`src/rtl/snn_ctrl_pkg.sv`:
```
// Shared state type and width helpers for the SNN layer controller.
// The LEAK state exists only when SNN_CTRL_LEAK_EN is defined.
package snn_ctrl_pkg;

    localparam int DEF_N_INPUTS        = 16;
    localparam int DEF_N_NEURONS       = 16;
    localparam int DEF_TIMESTEP_CYCLES = 64;
    localparam int DEF_FIFO_DEPTH      = 4;
    localparam int DEF_MAX_FIRE_ITERS  = 4;

`ifdef SNN_CTRL_LEAK_EN
    typedef enum logic [2:0] {
        ST_IDLE    = 3'd0,
        ST_LOAD    = 3'd1,
        ST_ACCUM   = 3'd2,
        ST_SPIKE   = 3'd3,
        ST_CLEANUP = 3'd4,
        ST_LEAK    = 3'd5
    } ctrl_state_t;
`else
    typedef enum logic [2:0] {
        ST_IDLE    = 3'd0,
        ST_LOAD    = 3'd1,
        ST_ACCUM   = 3'd2,
        ST_SPIKE   = 3'd3,
        ST_CLEANUP = 3'd4
    } ctrl_state_t;
`endif

    // Bits needed to index n items (at least one bit).
    function automatic int idx_width(input int n);
        return (n > 1) ? $clog2(n) : 1;
    endfunction

    // Bits needed to hold the values 0..n inclusive.
    function automatic int cnt_width(input int n);
        return (n > 0) ? $clog2(n + 1) : 1;
    endfunction

endpackage

```
`src/rtl/snn_event_fifo.sv`:
```
// Synchronous event FIFO with full/empty flags and a sticky overflow flag that
// records any push request made while full (the request itself is dropped).
module snn_event_fifo
    import snn_ctrl_pkg::*;
#(
    parameter int WIDTH = 4,
    parameter int DEPTH = 4
) (
    input  logic             clk_i,
    input  logic             rst_i,
    input  logic             push_i,
    input  logic             pop_i,
    input  logic [WIDTH-1:0] wdata_i,
    output logic [WIDTH-1:0] rdata_o,
    output logic             full_o,
    output logic             empty_o,
    output logic             overflow_o
);

    localparam int PTR_W = idx_width(DEPTH);
    localparam int CNT_W = cnt_width(DEPTH);
    localparam logic [CNT_W-1:0] CNT_FULL = CNT_W'(DEPTH);

    logic [WIDTH-1:0] mem_q [DEPTH];
    logic [PTR_W-1:0] wr_ptr_q, wr_ptr_d;
    logic [PTR_W-1:0] rd_ptr_q, rd_ptr_d;
    logic [CNT_W-1:0] count_q, count_d;
    logic             overflow_q, overflow_d;
    logic             do_push;
    logic             do_pop;

    assign full_o     = (count_q == CNT_FULL);
    assign empty_o    = (count_q == '0);
    assign do_push    = push_i && !full_o;
    assign do_pop     = pop_i && !empty_o;
    assign rdata_o    = mem_q[rd_ptr_q];
    assign overflow_o = overflow_q;

    always_comb begin
        wr_ptr_d   = wr_ptr_q;
        rd_ptr_d   = rd_ptr_q;
        count_d    = count_q;
        overflow_d = overflow_q | (push_i & full_o);
        if (do_push) wr_ptr_d = wr_ptr_q + 1'b1;
        if (do_pop)  rd_ptr_d = rd_ptr_q + 1'b1;
        case ({do_push, do_pop})
            2'b10:   count_d = count_q + 1'b1;
            2'b01:   count_d = count_q - 1'b1;
            default: count_d = count_q;
        endcase
    end

    always_ff @(posedge clk_i) begin
        if (rst_i) begin
            wr_ptr_q   <= '0;
            rd_ptr_q   <= '0;
            count_q    <= '0;
            overflow_q <= 1'b0;
        end else begin
            wr_ptr_q   <= wr_ptr_d;
            rd_ptr_q   <= rd_ptr_d;
            count_q    <= count_d;
            overflow_q <= overflow_d;
        end
    end

    // Storage needs no reset: pointers and count define what is valid.
    always_ff @(posedge clk_i) begin
        if (do_push) mem_q[wr_ptr_q] <= wdata_i;
    end

endmodule

```
`src/rtl/snn_layer_controller.sv`:
```
// Sequencer for one spiking-neuron layer: queued events drive weight-row walks and
// accumulate strobes; each timestep runs a bounded fire/cleanup loop. Option: SNN_CTRL_LEAK_EN.
module snn_layer_controller
    import snn_ctrl_pkg::*;
#(
    parameter int N_INPUTS        = DEF_N_INPUTS,
    parameter int N_NEURONS       = DEF_N_NEURONS,
    parameter int TIMESTEP_CYCLES = DEF_TIMESTEP_CYCLES,
    parameter int FIFO_DEPTH      = DEF_FIFO_DEPTH,
    parameter int MAX_FIRE_ITERS  = DEF_MAX_FIRE_ITERS
) (
    input  logic                                          clock,
    input  logic                                          reset,
    // An event transfers on a rising clock edge where event_valid && event_ready;
    // event_ready depends only on FIFO occupancy, never on event_valid.
    input  logic                                          event_valid,
    output logic                                          event_ready,
    input  logic [$clog2(N_INPUTS)-1:0]                   event_addr,
    input  logic [N_NEURONS-1:0]                          spike,
    output logic                                          weight_en,
    output logic [$clog2(N_INPUTS)+$clog2(N_NEURONS)-1:0] weight_addr,
    output logic                                          accum_en,
    output logic                                          spike_done,
    output logic                                          timestep_tick,
    output logic                                          busy,
    output logic                                          fifo_overflow,
`ifdef SNN_CTRL_LEAK_EN
    output logic                                          leak_en,
`endif
    output ctrl_state_t                                   dbg_state
);

    localparam int IN_W  = idx_width(N_INPUTS);
    localparam int NRN_W = idx_width(N_NEURONS);
    localparam int TS_W  = idx_width(TIMESTEP_CYCLES);
    localparam int FI_W  = cnt_width(MAX_FIRE_ITERS);

    localparam logic [NRN_W-1:0] NRN_LAST = NRN_W'(N_NEURONS - 1);
    localparam logic [NRN_W-1:0] NRN_ZERO = '0;
    localparam logic [TS_W-1:0]  TS_LAST  = TS_W'(TIMESTEP_CYCLES - 1);
    localparam logic [FI_W-1:0]  FI_MAX   = FI_W'(MAX_FIRE_ITERS);

    ctrl_state_t           state_q;
    logic [NRN_W-1:0]      neuron_cnt_q;
    logic [NRN_W-1:0]      cnt_inc;
    logic [FI_W-1:0]       fire_iter_q;
    logic [IN_W-1:0]       row_q;
    logic [TS_W-1:0]       ts_cnt_q, ts_cnt_d;
    logic                  tick_q, tick_d;
    logic                  weight_en_q;
    logic [IN_W+NRN_W-1:0] weight_addr_q;
    logic                  accum_en_q;
    logic                  spike_done_q;
`ifdef SNN_CTRL_LEAK_EN
    logic                  leak_en_q;
`endif

    logic                  ts_sat;
    logic                  enter_spike;
    logic                  fifo_pop;
    logic                  fifo_full;
    logic                  fifo_empty;
    logic [IN_W-1:0]       fifo_head;

    snn_event_fifo #(
        .WIDTH (IN_W),
        .DEPTH (FIFO_DEPTH)
    ) u_fifo (
        .clk_i      (clock),
        .rst_i      (reset),
        .push_i     (event_valid),
        .pop_i      (fifo_pop),
        .wdata_i    (event_addr),
        .rdata_o    (fifo_head),
        .full_o     (fifo_full),
        .empty_o    (fifo_empty),
        .overflow_o (fifo_overflow)
    );

    // A saturated timestep takes priority over queued events in IDLE.
    assign ts_sat      = (ts_cnt_q == TS_LAST);
    assign enter_spike = (state_q == ST_IDLE) && ts_sat;
    assign fifo_pop    = (state_q == ST_IDLE) && !ts_sat && !fifo_empty;
    assign cnt_inc     = neuron_cnt_q + 1'b1;

    always_comb begin
        ts_cnt_d = ts_cnt_q;
        if (enter_spike) begin
            ts_cnt_d = '0;
        end else if (!ts_sat) begin
            ts_cnt_d = ts_cnt_q + 1'b1;
        end
        tick_d = !ts_sat && (ts_cnt_d == TS_LAST);
    end

    always_ff @(posedge clock) begin
        if (reset) begin
            ts_cnt_q <= '0;
            tick_q   <= 1'b0;
        end else begin
            ts_cnt_q <= ts_cnt_d;
            tick_q   <= tick_d;
        end
    end

    // Strobe registers are loaded together with the state they belong to,
    // so each output is high exactly while the FSM sits in its state.
    always_ff @(posedge clock) begin
        if (reset) begin
            state_q       <= ST_IDLE;
            neuron_cnt_q  <= '0;
            fire_iter_q   <= '0;
            row_q         <= '0;
            weight_en_q   <= 1'b0;
            weight_addr_q <= '0;
            accum_en_q    <= 1'b0;
            spike_done_q  <= 1'b0;
`ifdef SNN_CTRL_LEAK_EN
            leak_en_q     <= 1'b0;
`endif
        end else begin
            weight_en_q  <= 1'b0;
            accum_en_q   <= 1'b0;
            spike_done_q <= 1'b0;
`ifdef SNN_CTRL_LEAK_EN
            leak_en_q    <= 1'b0;
`endif
            case (state_q)
                ST_IDLE: begin
                    if (ts_sat) begin
                        state_q      <= ST_SPIKE;
                        fire_iter_q  <= '0;
                        spike_done_q <= 1'b1;
                    end else if (!fifo_empty) begin
                        state_q       <= ST_LOAD;
                        row_q         <= fifo_head;
                        weight_en_q   <= 1'b1;
                        weight_addr_q <= {fifo_head, NRN_ZERO};
                    end
                end
                ST_LOAD: begin
                    if (neuron_cnt_q == NRN_LAST) begin
                        state_q       <= ST_ACCUM;
                        neuron_cnt_q  <= '0;
                        weight_addr_q <= {row_q, NRN_ZERO};
                        accum_en_q    <= 1'b1;
                    end else begin
                        neuron_cnt_q  <= cnt_inc;
                        weight_en_q   <= 1'b1;
                        weight_addr_q <= {row_q, cnt_inc};
                    end
                end
                ST_ACCUM: begin
                    state_q <= ST_IDLE;
                end
                ST_SPIKE: begin
                    state_q     <= ST_CLEANUP;
                    fire_iter_q <= fire_iter_q + 1'b1;
                end
                ST_CLEANUP: begin
                    if ((spike != '0) && (fire_iter_q < FI_MAX)) begin
                        state_q      <= ST_SPIKE;
                        spike_done_q <= 1'b1;
                    end else begin
                        fire_iter_q <= '0;
`ifdef SNN_CTRL_LEAK_EN
                        state_q     <= ST_LEAK;
                        leak_en_q   <= 1'b1;
`else
                        state_q     <= ST_IDLE;
`endif
                    end
                end
`ifdef SNN_CTRL_LEAK_EN
                ST_LEAK: begin
                    state_q <= ST_IDLE;
                end
`endif
                default: begin
                    state_q <= ST_IDLE;
                end
            endcase
        end
    end

    assign event_ready   = !fifo_full;
    assign weight_en     = weight_en_q;
    assign weight_addr   = weight_addr_q;
    assign accum_en      = accum_en_q;
    assign spike_done    = spike_done_q;
    assign timestep_tick = tick_q;
    assign busy          = (state_q != ST_IDLE) || !fifo_empty;
    assign dbg_state     = state_q;
`ifdef SNN_CTRL_LEAK_EN
    assign leak_en       = leak_en_q;
`endif

endmodule

```
`config.mk`:
```
export PLATFORM = sky130hd
export DESIGN_NAME = snn_layer_controller
export DESIGN_NICKNAME = d
export VERILOG_FILES = /design/src/rtl/snn_ctrl_pkg.sv /design/src/rtl/snn_event_fifo.sv /design/src/rtl/snn_layer_controller.sv
export SDC_FILE = /design/constraint.sdc
export NUM_CORES = 1
export LEC_CHECK = 0
export BUFFER_PORTS_ARGS = -buffer_cell sky130_fd_sc_hd__clkbuf_2
export CORE_ASPECT_RATIO = 0.8
export CORE_UTILIZATION = 56
export DETAILED_ROUTE_END_ITERATION = 6
export PLACE_DENSITY = 0.79
export SYNTH_ARGS = -nofsm -noshare
export SYNTH_HDL_FRONTEND = slang
export SYNTH_HIERARCHICAL = 1
export SYNTH_SLANG_ARGS = --single-unit
```
`constraint.sdc`:
```
create_clock -name clock -period 3.7 [get_ports clock]
set_input_delay 0 -clock clock [delete_from_list [all_inputs] [get_ports clock]]
set_output_delay 0 -clock clock [all_outputs]
set_load 0.005 [all_outputs]
```
==> results.sh, run 1 <==
export IMPL_rows=21
export IMPL_ys_types=51
export IMPL_cts_tree="yes"
export IMPL_path_cells="or3_1 -> a211oi_4 -> o31ai_1 -> inv_1 -> ha_1 -> inv_1 -> fa_1 -> xor2_1 -> or3_1 -> a21oi_1"
export IMPL_die_area_sq_mm=0.004972
export IMPL_maxCapViolations=0
export IMPL_slew_violations=0
export IMPL_cp_required_ns=3.95
export IMPL_area_delta_synth_final_pct=17.10
export IMPL_cts_setup_buffers=0
export IMPL_min_period_over_period_pct=82.61
export IMPL_clock_latency_ns=0.33
export IMPL_nNetsFinal=332
export IMPL_ys_seq_area_share_pct=50.29
export IMPL_path_max_fanout=13
export IMPL_yosysWarnings=6
export IMPL_cts_hold_buf=5
export IMPL_root_buffer="clkbuf_8"
export IMPL_ys_flop_type="dfxtp_1"
export IMPL_critPathBufInv=2
export IMPL_setup_viol_count_final=0
export IMPL_pin_count=41
export IMPL_routed_wl_mm=5.083
export IMPL_fin_setup_tns_ns=0
export IMPL_grt_pass1_wl_mm=8.818
export IMPL_gr_usage_all_layers_pct=23.64
export IMPL_hold_path_class="in2reg"
export IMPL_worstPathArrival_ns=3.31
export IMPL_antenna_found_initial=0
export IMPL_slew_headroom_pct=37.45
export IMPL_finalHoldViolations=0
export IMPL_drcViolationCount=0
export IMPL_end_kind="flop"
export IMPL_max_stage_delay_ns=0.53
export IMPL_mostFrequentLayoutCell="dfxtp_1"
export IMPL_cts_sinks=58
export IMPL_criticalPathCategory="reg2reg"
export IMPL_path_delay_family="simple AND/OR/NAND/NOR gates"
export IMPL_cts_max_level=3
export IMPL_period_needed_ns=3.057
export IMPL_synth_top_area_share_pct=32.00
export IMPL_power_mw=1.958
export IMPL_vias=1985
export IMPL_clk_pin_slew_ns=0.06
export IMPL_die_y_um=63.27
export IMPL_finalWeightedCongestion=0.8281
export IMPL_portBuffers=40
export IMPL_start_util_pct=60.61
export IMPL_cts_resized=0
export IMPL_fmax_mhz=327.2
export IMPL_synthTopCellsByArea="dfxtp_1 32%, edfxtp_1 18%, nor2_1 3.9%"
export IMPL_core_area_sq_mm=0.004335
export IMPL_post_synth_cell_area_avg_sq_um=10.26
export IMPL_worst_slew_pin_slew_ns=0.9383
export IMPL_vdd_drop_max_v=0.0003376
export IMPL_p_per_area_mw_per_mm2=636.3
export IMPL_n_antenna_cell=0
export IMPL_mostFrequentLayoutCells="42 x dfxtp_1, 40 x clkbuf_2, 27 x nor2_1"
export IMPL_cts_made_buffers=9
export IMPL_rsz0062_at_grt="no"
export IMPL_grt_overflow_total=0
export IMPL_grt_pass1_vias=1933
export IMPL_drt_iter0_drc=124
export IMPL_firstDrtPassIters=4
export IMPL_grt_max_degree=50
export IMPL_crit_path_start_kind="flop"
export IMPL_ctsLongestPathBuffers=2
export IMPL_detail_route_vias_per_cell=5.483
export IMPL_die_w_um=78.59
export IMPL_crit_path_top_delay_cell="or3_1"
export IMPL_clock_skew_ns=0.005788
export IMPL_synth_area_sq_mm=0.002628
export IMPL_status="completed"
export IMPL_synth_async_reset_ratio_pct=0
export IMPL_synthCells=256
export IMPL_dpl_hpwl_mm=3.655
export IMPL_ys_seq_elements=58
export IMPL_fill_cells=323
export IMPL_synth_edf_count=16
export IMPL_p_leak_nw=1.211
export IMPL_wl_per_cell_um=14.04
export IMPL_syn_nets=288
export IMPL_drive_gt1_share_pct=24.26
export IMPL_yosysTopAreaCell="dfxtp_1"
export IMPL_ant_nets=0
## per-stage QoR
step / instance area (sq um) / hold WS [ns] / instances / util (%) / setup slack, ns
floorplan: 2628 / 0.09887 / 256 / - / 0.9141
global placement: 2853 / 0.2246 / 341 / 65.80 / 0.7670
detailed placement: 2853 / 0.2225 / 341 / 65.80 / 0.6496
CTS: 3077 / 0.2658 / 362 / 70.97 / 0.6317
global route: 3077 / 0.3586 / 362 / 70.97 / 0.4425
finish: 3077 / 0.2854 / 362 / 70.97 / 0.6435
## Yosys cell counts (5+ instances only)
library cell and n:
clkbuf_1 8, nand3_1 6, o21ai_0 8, nor3_1 7
ha_1 8, nand2_1 16, a21oi_1 17, nand2b_1 5
dfxtp_1 42, mux2i_1 9, inv_1 12, nor2_1 27
edfxtp_1 16, nor2b_1 5, xor2_1 5
## path summary, 6_finish.rpt
path                                 from                              to  slack (ns)  cells past startpoint
max             dbg_state[1]$_SDFFE_PP0P_  u_fifo/count_q[2]$_SDFFE_PP0P_        0.64                     10
max reg2reg     dbg_state[1]$_SDFFE_PP0P_  u_fifo/count_q[2]$_SDFFE_PP0P_        0.64                     10
min                             spike[14]           spike_done$_SDFF_PP0_        0.29                      5
min reg2reg  u_fifo/overflow_o$_SDFF_PP0_    u_fifo/overflow_o$_SDFF_PP0_        0.48                      2
## sequential cells by signal, indices dropped and copies added, names as in the netlist, named ones only
register / count
weight_en: 1
u_fifo/rd_ptr_q: 2
u_fifo/mem_q: 16
neuron_cnt_q: 4
accum_en: 1
u_fifo/wr_ptr_q: 2
spike_done: 1
u_fifo/count_q: 3
dbg_state: 3
weight_addr: 8
ts_cnt_q: 6
u_fifo/overflow_o: 1
timestep_tick: 1
fire_iter_q: 3
row_q: 4
## metal layers
metal  vias to the layer above  global-route usage, %  wire [um]
li1                       1002                      -          -
met2                        40                  36.30       2394
met1                       937                  30.33       2394
met4                         0                  7.407         53
met3                         6                  9.565        242
met5                         -                      0          0
## where the power goes
part	leakage (nW)	internal, mW	switching [mW]
Combinational	0.629	0.275	0.325
Clock	0.0932	0.276	0.231
Sequential	0.489	0.759	0.0907
Total	1.21	1.31	0.647
## logic make-up after synthesis
logic type,after synthesis,share of synthesized area (%)
buf+inv,26,3.904
xor+xnor,7,2.333
mux,18,9.000
flops,58,50.29
compound gates,47,11.95
fa+ha+maj,9,4.572
simple gates,91,17.95
## cell type report
class / instances / area, sq um / share of cell area (%)
clock buffer: 13 / 158.9 / 5.165
sequential: 58 / 1321 / 42.94
timing repair buffer: 46 / 257.7 / 8.377
tap: 57 / 71.32 / 2.318
multi-input combinational: 172 / 1204 / 39.12
inverter: 13 / 48.80 / 1.586
clock inverter: 3 / 15.01 / 0.4880
## tightest hold or removal path: cells and delay by family
kind            cells  cell delay (ns)
compound gates      1             0.18
buf+inv             1             0.08
simple gates        3             0.32
Power figures use the tool's default switching activity.
==> run 2: changes to the inputs <==
==> constraint.sdc (replaced) <==
create_clock -name clock -period 2.9 [get_ports clock]
set_input_delay 0 -clock clock [delete_from_list [all_inputs] [get_ports clock]]
set_output_delay 0 -clock clock [all_outputs]
set_load 0.005 [all_outputs]
==> run 2 against run 1 <==
Utilization rose by 1.2 points. Combinational power increased by 38%. Via count grew 3.4%. Fmax increased by 11%. Clock power is 44% higher. Sequential cell count is the same.
==> results.sh, run 2 (synthesis gave the netlist of run 1 again) <==
export IMPL_status="completed"
export IMPL_ctsLongestPathBuffers=2
export IMPL_finalWeightedCongestion=0.7771
export IMPL_portBuffers=40
export IMPL_crit_path_top_delay_cell="fa_1"
export IMPL_clock_skew_ns=0.005793
export IMPL_grt_busiest_layer="met2"
export IMPL_rows=21
export IMPL_use_met1_pct=29.60
export IMPL_gr_usage_all_layers_pct=23.79
export IMPL_cts_tree="yes"
export IMPL_hold_path_class="in2reg"
export IMPL_worst_slew_pin_slew_ns=0.9599
export IMPL_path_cells="ha_1 -> and4_1 -> a211oi_4 -> o31ai_1 -> inv_1 -> ha_1 -> inv_1 -> fa_1 -> xor2_1 -> or3_1 -> a21oi_1"
export IMPL_dpl_hpwl_mm=3.531
export IMPL_mostFrequentLayoutCells="42 x dfxtp_1, 40 x clkbuf_2, 27 x nor2_1"
export IMPL_cts_made_buffers=9
export IMPL_grt_pass1_vias=1930
export IMPL_routed_wl_mm=5.236
export IMPL_nNetsFinal=336
export IMPL_max_stage_delay_ns=0.37
export IMPL_regMostFlops="u_fifo/mem_q"
export IMPL_slew_headroom_pct=36.00
export IMPL_period_needed_ns=2.754
export IMPL_cts_sinks=58
export IMPL_drive_gt1_share_pct=25.57
export IMPL_cp_required_ns=3.15
export IMPL_fin_cells=366
export IMPL_cts_max_level=3
export IMPL_firstDrtPassIters=4
export IMPL_fin_setup_tns_ns=0
export IMPL_crit_path_start_kind="flop"
export IMPL_min_period_over_period_pct=94.97
export IMPL_fmax_mhz=363.1
export IMPL_setup_viol_count_final=0
export IMPL_detail_route_vias_per_cell=5.609
export IMPL_p_per_area_mw_per_mm2=835.5
export IMPL_rsz0062_at_grt="no"
export IMPL_ant_nets=0
export IMPL_die_w_um=78.59
export IMPL_critPathBufInv=2
export IMPL_die_y_um=63.27
export IMPL_n_antenna_cell=0
export IMPL_slew_violations=0
export IMPL_path_delay_family="adder cells"
export IMPL_vdd_drop_max_v=0.0005141
export IMPL_wl_per_cell_um=14.31
export IMPL_dpl_cell_count=345
export IMPL_maxCapViolations=0
export IMPL_clock_latency_ns=0.34
export IMPL_use_met2_pct=36.52
export IMPL_clk_pin_slew_ns=0.07
export IMPL_root_buffer="clkbuf_8"
export IMPL_worstPathArrival_ns=3.01
export IMPL_die_area_sq_mm=0.004972
export IMPL_pin_count=41
export IMPL_drt_iter0_drc=157
export IMPL_grt_overflow_total=0
export IMPL_antenna_found_initial=0
export IMPL_p_leak_nw=1.238
export IMPL_path_max_fanout=6
export IMPL_use_met3_pct=10.00
export IMPL_area_delta_synth_final_pct=19.00
export IMPL_finalHoldViolations=0
export IMPL_end_kind="flop"
export IMPL_vias=2053
export IMPL_grt_max_degree=50
export IMPL_start_util_pct=60.61
export IMPL_drcViolationCount=0
export IMPL_criticalPathCategory="reg2reg"
export IMPL_grt_pass1_wl_mm=8.811
export IMPL_mostFrequentLayoutCell="dfxtp_1"
export IMPL_final_util_pct=72.12
export IMPL_core_area_sq_mm=0.004335
export IMPL_largest_reg_flops=16
run 2: cell types whose count changed in the layout (fill, tap and decap cells not counted), sizes merged:
cell / delta
bufinv: +1
clkinvlp: +1
buf: +4
clkbuf: -3
clkinv: +1
run 2: through the flow:
stage | hold WS [ns] | setup WS [ns] | total power [mW] | cell area, sq um
CTS | 0.2978 | 0.1794 | 2.630 | 3127
floorplan | 0.09887 | 0.1141 | 1.638 | 2628
global route | 0.3824 | 0.04075 | 2.777 | 3127
finish | 0.3133 | 0.1458 | 2.612 | 3127
detailed placement | 0.2195 | 0.2073 | 1.888 | 2883
global placement | 0.2183 | 0.2961 | 1.862 | 2883
run 2: final cells by class:
cell class	instances	area, sq um
clock buffers	10	137.6
repair buffers	50	287.8
inverters	13	48.80
multi-input cells	172	1204
well taps	57	71.32
fillers	343	1209
clock inverters	6	56.30
flip-flops and latches	58	1321
run 2: power breakdown:
part	internal [mW]	switching, mW	total [mW]
logic	0.375	0.451	0.826
registers	0.968	0.0886	1.06
clock network	0.412	0.317	0.729
total	1.76	0.857	2.61
run 2: metal layers:
metal  routed length [um]  up-vias
met4                   63        0
met3                  308        7
met5                    0        -
li1                     -     1011
met1                 2384      979
met2                 2479       56
run 2: timing repair:
item | CTS | global route
hold endpoints to repair | 17 | 0
gates resized for setup | 0 | 0
hold buffers | 5 | 0
buffers inserted | 0 | 0
run 2: final timing paths:
kind / start / endpoint / slack, ns / cells past startpoint
worst max-delay path: ts_cnt_q[0]$_SDFF_PP0_ / u_fifo/count_q[2]$_SDFFE_PP0P_ / 0.15 / 11
worst min-delay path: spike[14] / spike_done$_SDFF_PP0_ / 0.31 / 5
worst max register to register: ts_cnt_q[0]$_SDFF_PP0_ / u_fifo/count_q[2]$_SDFFE_PP0P_ / 0.15 / 11
worst min register to register: u_fifo/overflow_o$_SDFF_PP0_ / u_fifo/overflow_o$_SDFF_PP0_ / 0.48 / 2
run 2: worst reg2reg max path: cells and delay by family, from the launching register on:
kind | cells | cell delay, ns
buffers and inverters | 2 | 0.15
AND/OR/NAND/NOR | 2 | 0.62
XOR/XNOR | 1 | 0.16
flip-flops | 1 | 0.36
AO/OA/AOI/OAI | 3 | 0.55
adder cells (fa/ha/maj) | 3 | 0.84
==> run 3: changes to the inputs <==
--- a/config.mk
+++ b/config.mk
@@ -6,10 +6,13 @@
 export NUM_CORES = 1
 export LEC_CHECK = 0
 export BUFFER_PORTS_ARGS = -buffer_cell sky130_fd_sc_hd__clkbuf_2
+export CELL_PAD_IN_SITES_DETAIL_PLACEMENT = 1
+export CELL_PAD_IN_SITES_GLOBAL_PLACEMENT = 1
 export CORE_ASPECT_RATIO = 0.8
-export CORE_UTILIZATION = 56
+export CORE_UTILIZATION = 43
 export DETAILED_ROUTE_END_ITERATION = 6
-export PLACE_DENSITY = 0.79
+export PLACE_DENSITY_LB_ADDON = 0.1
+export SLEW_MARGIN = 15
 export SYNTH_ARGS = -nofsm -noshare
 export SYNTH_HDL_FRONTEND = slang
 export SYNTH_HIERARCHICAL = 1
==> run 3 against run 2 <==
Via count shrank 0.15%. Die area rose by 29%. Register-to-register slack improved by 0.05 ns. Largest cell class unchanged. Clock skew is 0.0021 ns higher. Critical path type unchanged. Clock power is 3.6% lower. Sequential share of layout area decreased by 0.29 points. Global-route usage is 3.7 points lower. First-iteration DRC count decreased by 26%. Critical endpoint unchanged. Clock-buffer cell count is the same. Sequential cell count stayed put. Highest routed layer unchanged.
==> results.sh, run 3 (synthesis gave the netlist of run 1 again) <==
export IMPL_status="completed"
export IMPL_setup_viol_count_final=0
export IMPL_rows=25
export IMPL_pin_count=41
export IMPL_clock_skew_ns=0.007938
export IMPL_cts_resized=0
export IMPL_drive_gt1_share_pct=24.92
export IMPL_vias=2050
export IMPL_ctsLongestPathBuffers=2
export IMPL_min_period_over_period_pct=93.33
export IMPL_rsz0062_at_grt="no"
export IMPL_maxCapViolations=0
export IMPL_period_needed_ns=2.706
export IMPL_path_cells="ha_1 -> and4_1 -> a211oi_4 -> o31ai_1 -> inv_1 -> ha_1 -> inv_1 -> fa_1 -> xor2_1 -> or3_1 -> a21oi_1"
export IMPL_critPathBufInv=2
export IMPL_finalHoldViolations=0
export IMPL_worstPathArrival_ns=2.96
export IMPL_clk_pin_slew_ns=0.07
export IMPL_hold_path_class="in2reg"
export IMPL_cts_sinks=58
export IMPL_slew_violations=0
export IMPL_gr_usage_all_layers_pct=20.07
export IMPL_pre_cts_slack_ns=0.2055
export IMPL_routed_wl_mm=5.681
export IMPL_mostFrequentLayoutCell="dfxtp_1"
export IMPL_core_area_sq_mm=0.005912
export IMPL_slew_headroom_pct=34.50
export IMPL_grt_max_degree=50
export IMPL_ff2ff_path_depth=11
export IMPL_crit_cells=11
export IMPL_dpl_hpwl_mm=4.147
export IMPL_vdd_drop_max_v=0.0003115
export IMPL_portBuffers=40
export IMPL_cts_made_buffers=9
export IMPL_p_sw_share_pct=33.23
export IMPL_end_kind="flop"
export IMPL_p_leak_nw=1.226
export IMPL_p_switching_uw=862.3
export IMPL_p_int_mw=1.732
export IMPL_ant_nets=0
export IMPL_fin_cells=390
export IMPL_drcViolationCount=0
export IMPL_nNetsFinal=336
export IMPL_n_antenna_cell=0
export IMPL_largest_reg_flops=16
export IMPL_root_buffer="clkbuf_8"
export IMPL_wl_per_cell_um=14.57
export IMPL_die_y_um=71.92
export IMPL_area_delta_synth_final_pct=19.81
export IMPL_grt_overflow_total=0
export IMPL_cts_max_level=3
export IMPL_die_w_um=89.40
export IMPL_path_max_fanout=6
export IMPL_start_util_pct=44.44
export IMPL_dpl_cell_count=369
export IMPL_die_area_sq_mm=0.006429
export IMPL_cp_required_ns=3.15
export IMPL_fin_setup_tns_ns=0
export IMPL_power_mw=2.595
export IMPL_sequentialPowerShare_pct=40.9
export IMPL_antenna_found_initial=0
export IMPL_drt_iter0_drc=116
export IMPL_fmax_mhz=369.5
export IMPL_grt_pass1_vias=2028
export IMPL_clockPowerShare_pct=27.1
export IMPL_detail_route_vias_per_cell=5.256
export IMPL_grt_pass1_wl_mm=9.508
export IMPL_max_stage_delay_ns=0.37
export IMPL_mostFrequentLayoutCells="42 x dfxtp_1, 40 x clkbuf_2, 27 x nor2_1"
export IMPL_p_comb_share_pct=32.1
export IMPL_crit_path_start_kind="flop"
export IMPL_worst_slack_ns=0.1935
export IMPL_path_delay_family="adder cells"
export IMPL_cts_tree="yes"
export IMPL_crit_path_top_delay_cell="fa_1"
export IMPL_p_per_area_mw_per_mm2=824.2
export IMPL_regMostFlops="u_fifo/mem_q"
export IMPL_firstDrtPassIters=4
export IMPL_clock_latency_ns=0.34
export IMPL_hold_path_depth=5
export IMPL_finalWeightedCongestion=0.7684
export IMPL_worst_slew_pin_slew_ns=0.9825
export IMPL_criticalPathCategory="reg2reg"
## run 3: changes by cell type in the layout (fill, tap and decap cells not counted), sizes merged
cell      before  now
clkinv         4    3
clkinvlp       1    2
## run 3: per-layer routing
| layer | part of all wire, % | track usage [%] |
|---|---|---|
| met5 | 0 | 0 |
| met4 | 1.4 | 7.937 |
| met3 | 3.5 | 6.598 |
| met2 | 46 | 30.62 |
| met1 | 49 | 26.47 |
## run 3: timing repair
action	in CTS	in global routing
setup endpoints to repair	0	0
buffers inserted	0	0
hold endpoints to repair	17	0
hold buffers	5	0
## run 3: power by group through the flow
stage | logic (mW) | clock network, mW | registers, mW
floorplan | 0.576 | 0 | 1.06
global placement | 0.806 | 0 | 1.07
detailed placement | 0.831 | 0 | 1.08
CTS | 0.844 | 0.726 | 1.06
global route | 0.928 | 0.761 | 1.08
finish | 0.832 | 0.703 | 1.06
## run 3: final cells by class
cell class | count | area, sq um
sequential | 58 | 1321
multi-input combinational | 172 | 1204
fill | 659 | 2764
inverter | 13 | 48.80
timing repair buffer | 50 | 287.8
clock inverter | 6 | 57.56
clock buffer | 10 | 127.6
tap | 81 | 101.3
## run 3: worst paths after layout
path / slack (ns) / startpoint / end
max: 0.19 / ts_cnt_q[0]$_SDFF_PP0_ / u_fifo/count_q[2]$_SDFFE_PP0P_
min: 0.34 / spike[14] / spike_done$_SDFF_PP0_
max reg2reg: 0.19 / ts_cnt_q[0]$_SDFF_PP0_ / u_fifo/count_q[2]$_SDFFE_PP0P_
min reg2reg: 0.47 / u_fifo/overflow_o$_SDFF_PP0_ / u_fifo/overflow_o$_SDFF_PP0_
## run 3: metrics by stage
| step | hold WS (ns) | utilization (%) | area, sq um |
|---|---|---|---|
| floorplan | 0.09887 | - | 2628 |
| global placement | 0.2248 | 49.27 | 2913 |
| detailed placement | 0.2300 | 49.27 | 2913 |
| CTS | 0.3248 | 53.25 | 3148 |
| global route | 0.4223 | 53.25 | 3148 |
| finish | 0.3428 | 53.25 | 3148 |
## run 3: worst reg2reg max path, cell delays in order, from the launching register on
cell	delay (ns)
dfxtp_1	0.36
ha_1	0.29
and4_1	0.29
a211oi_4	0.26
o31ai_1	0.13
inv_1	0.07
ha_1	0.18
inv_1	0.06
fa_1	0.37
xor2_1	0.16
or3_1	0.31
a21oi_1	0.15
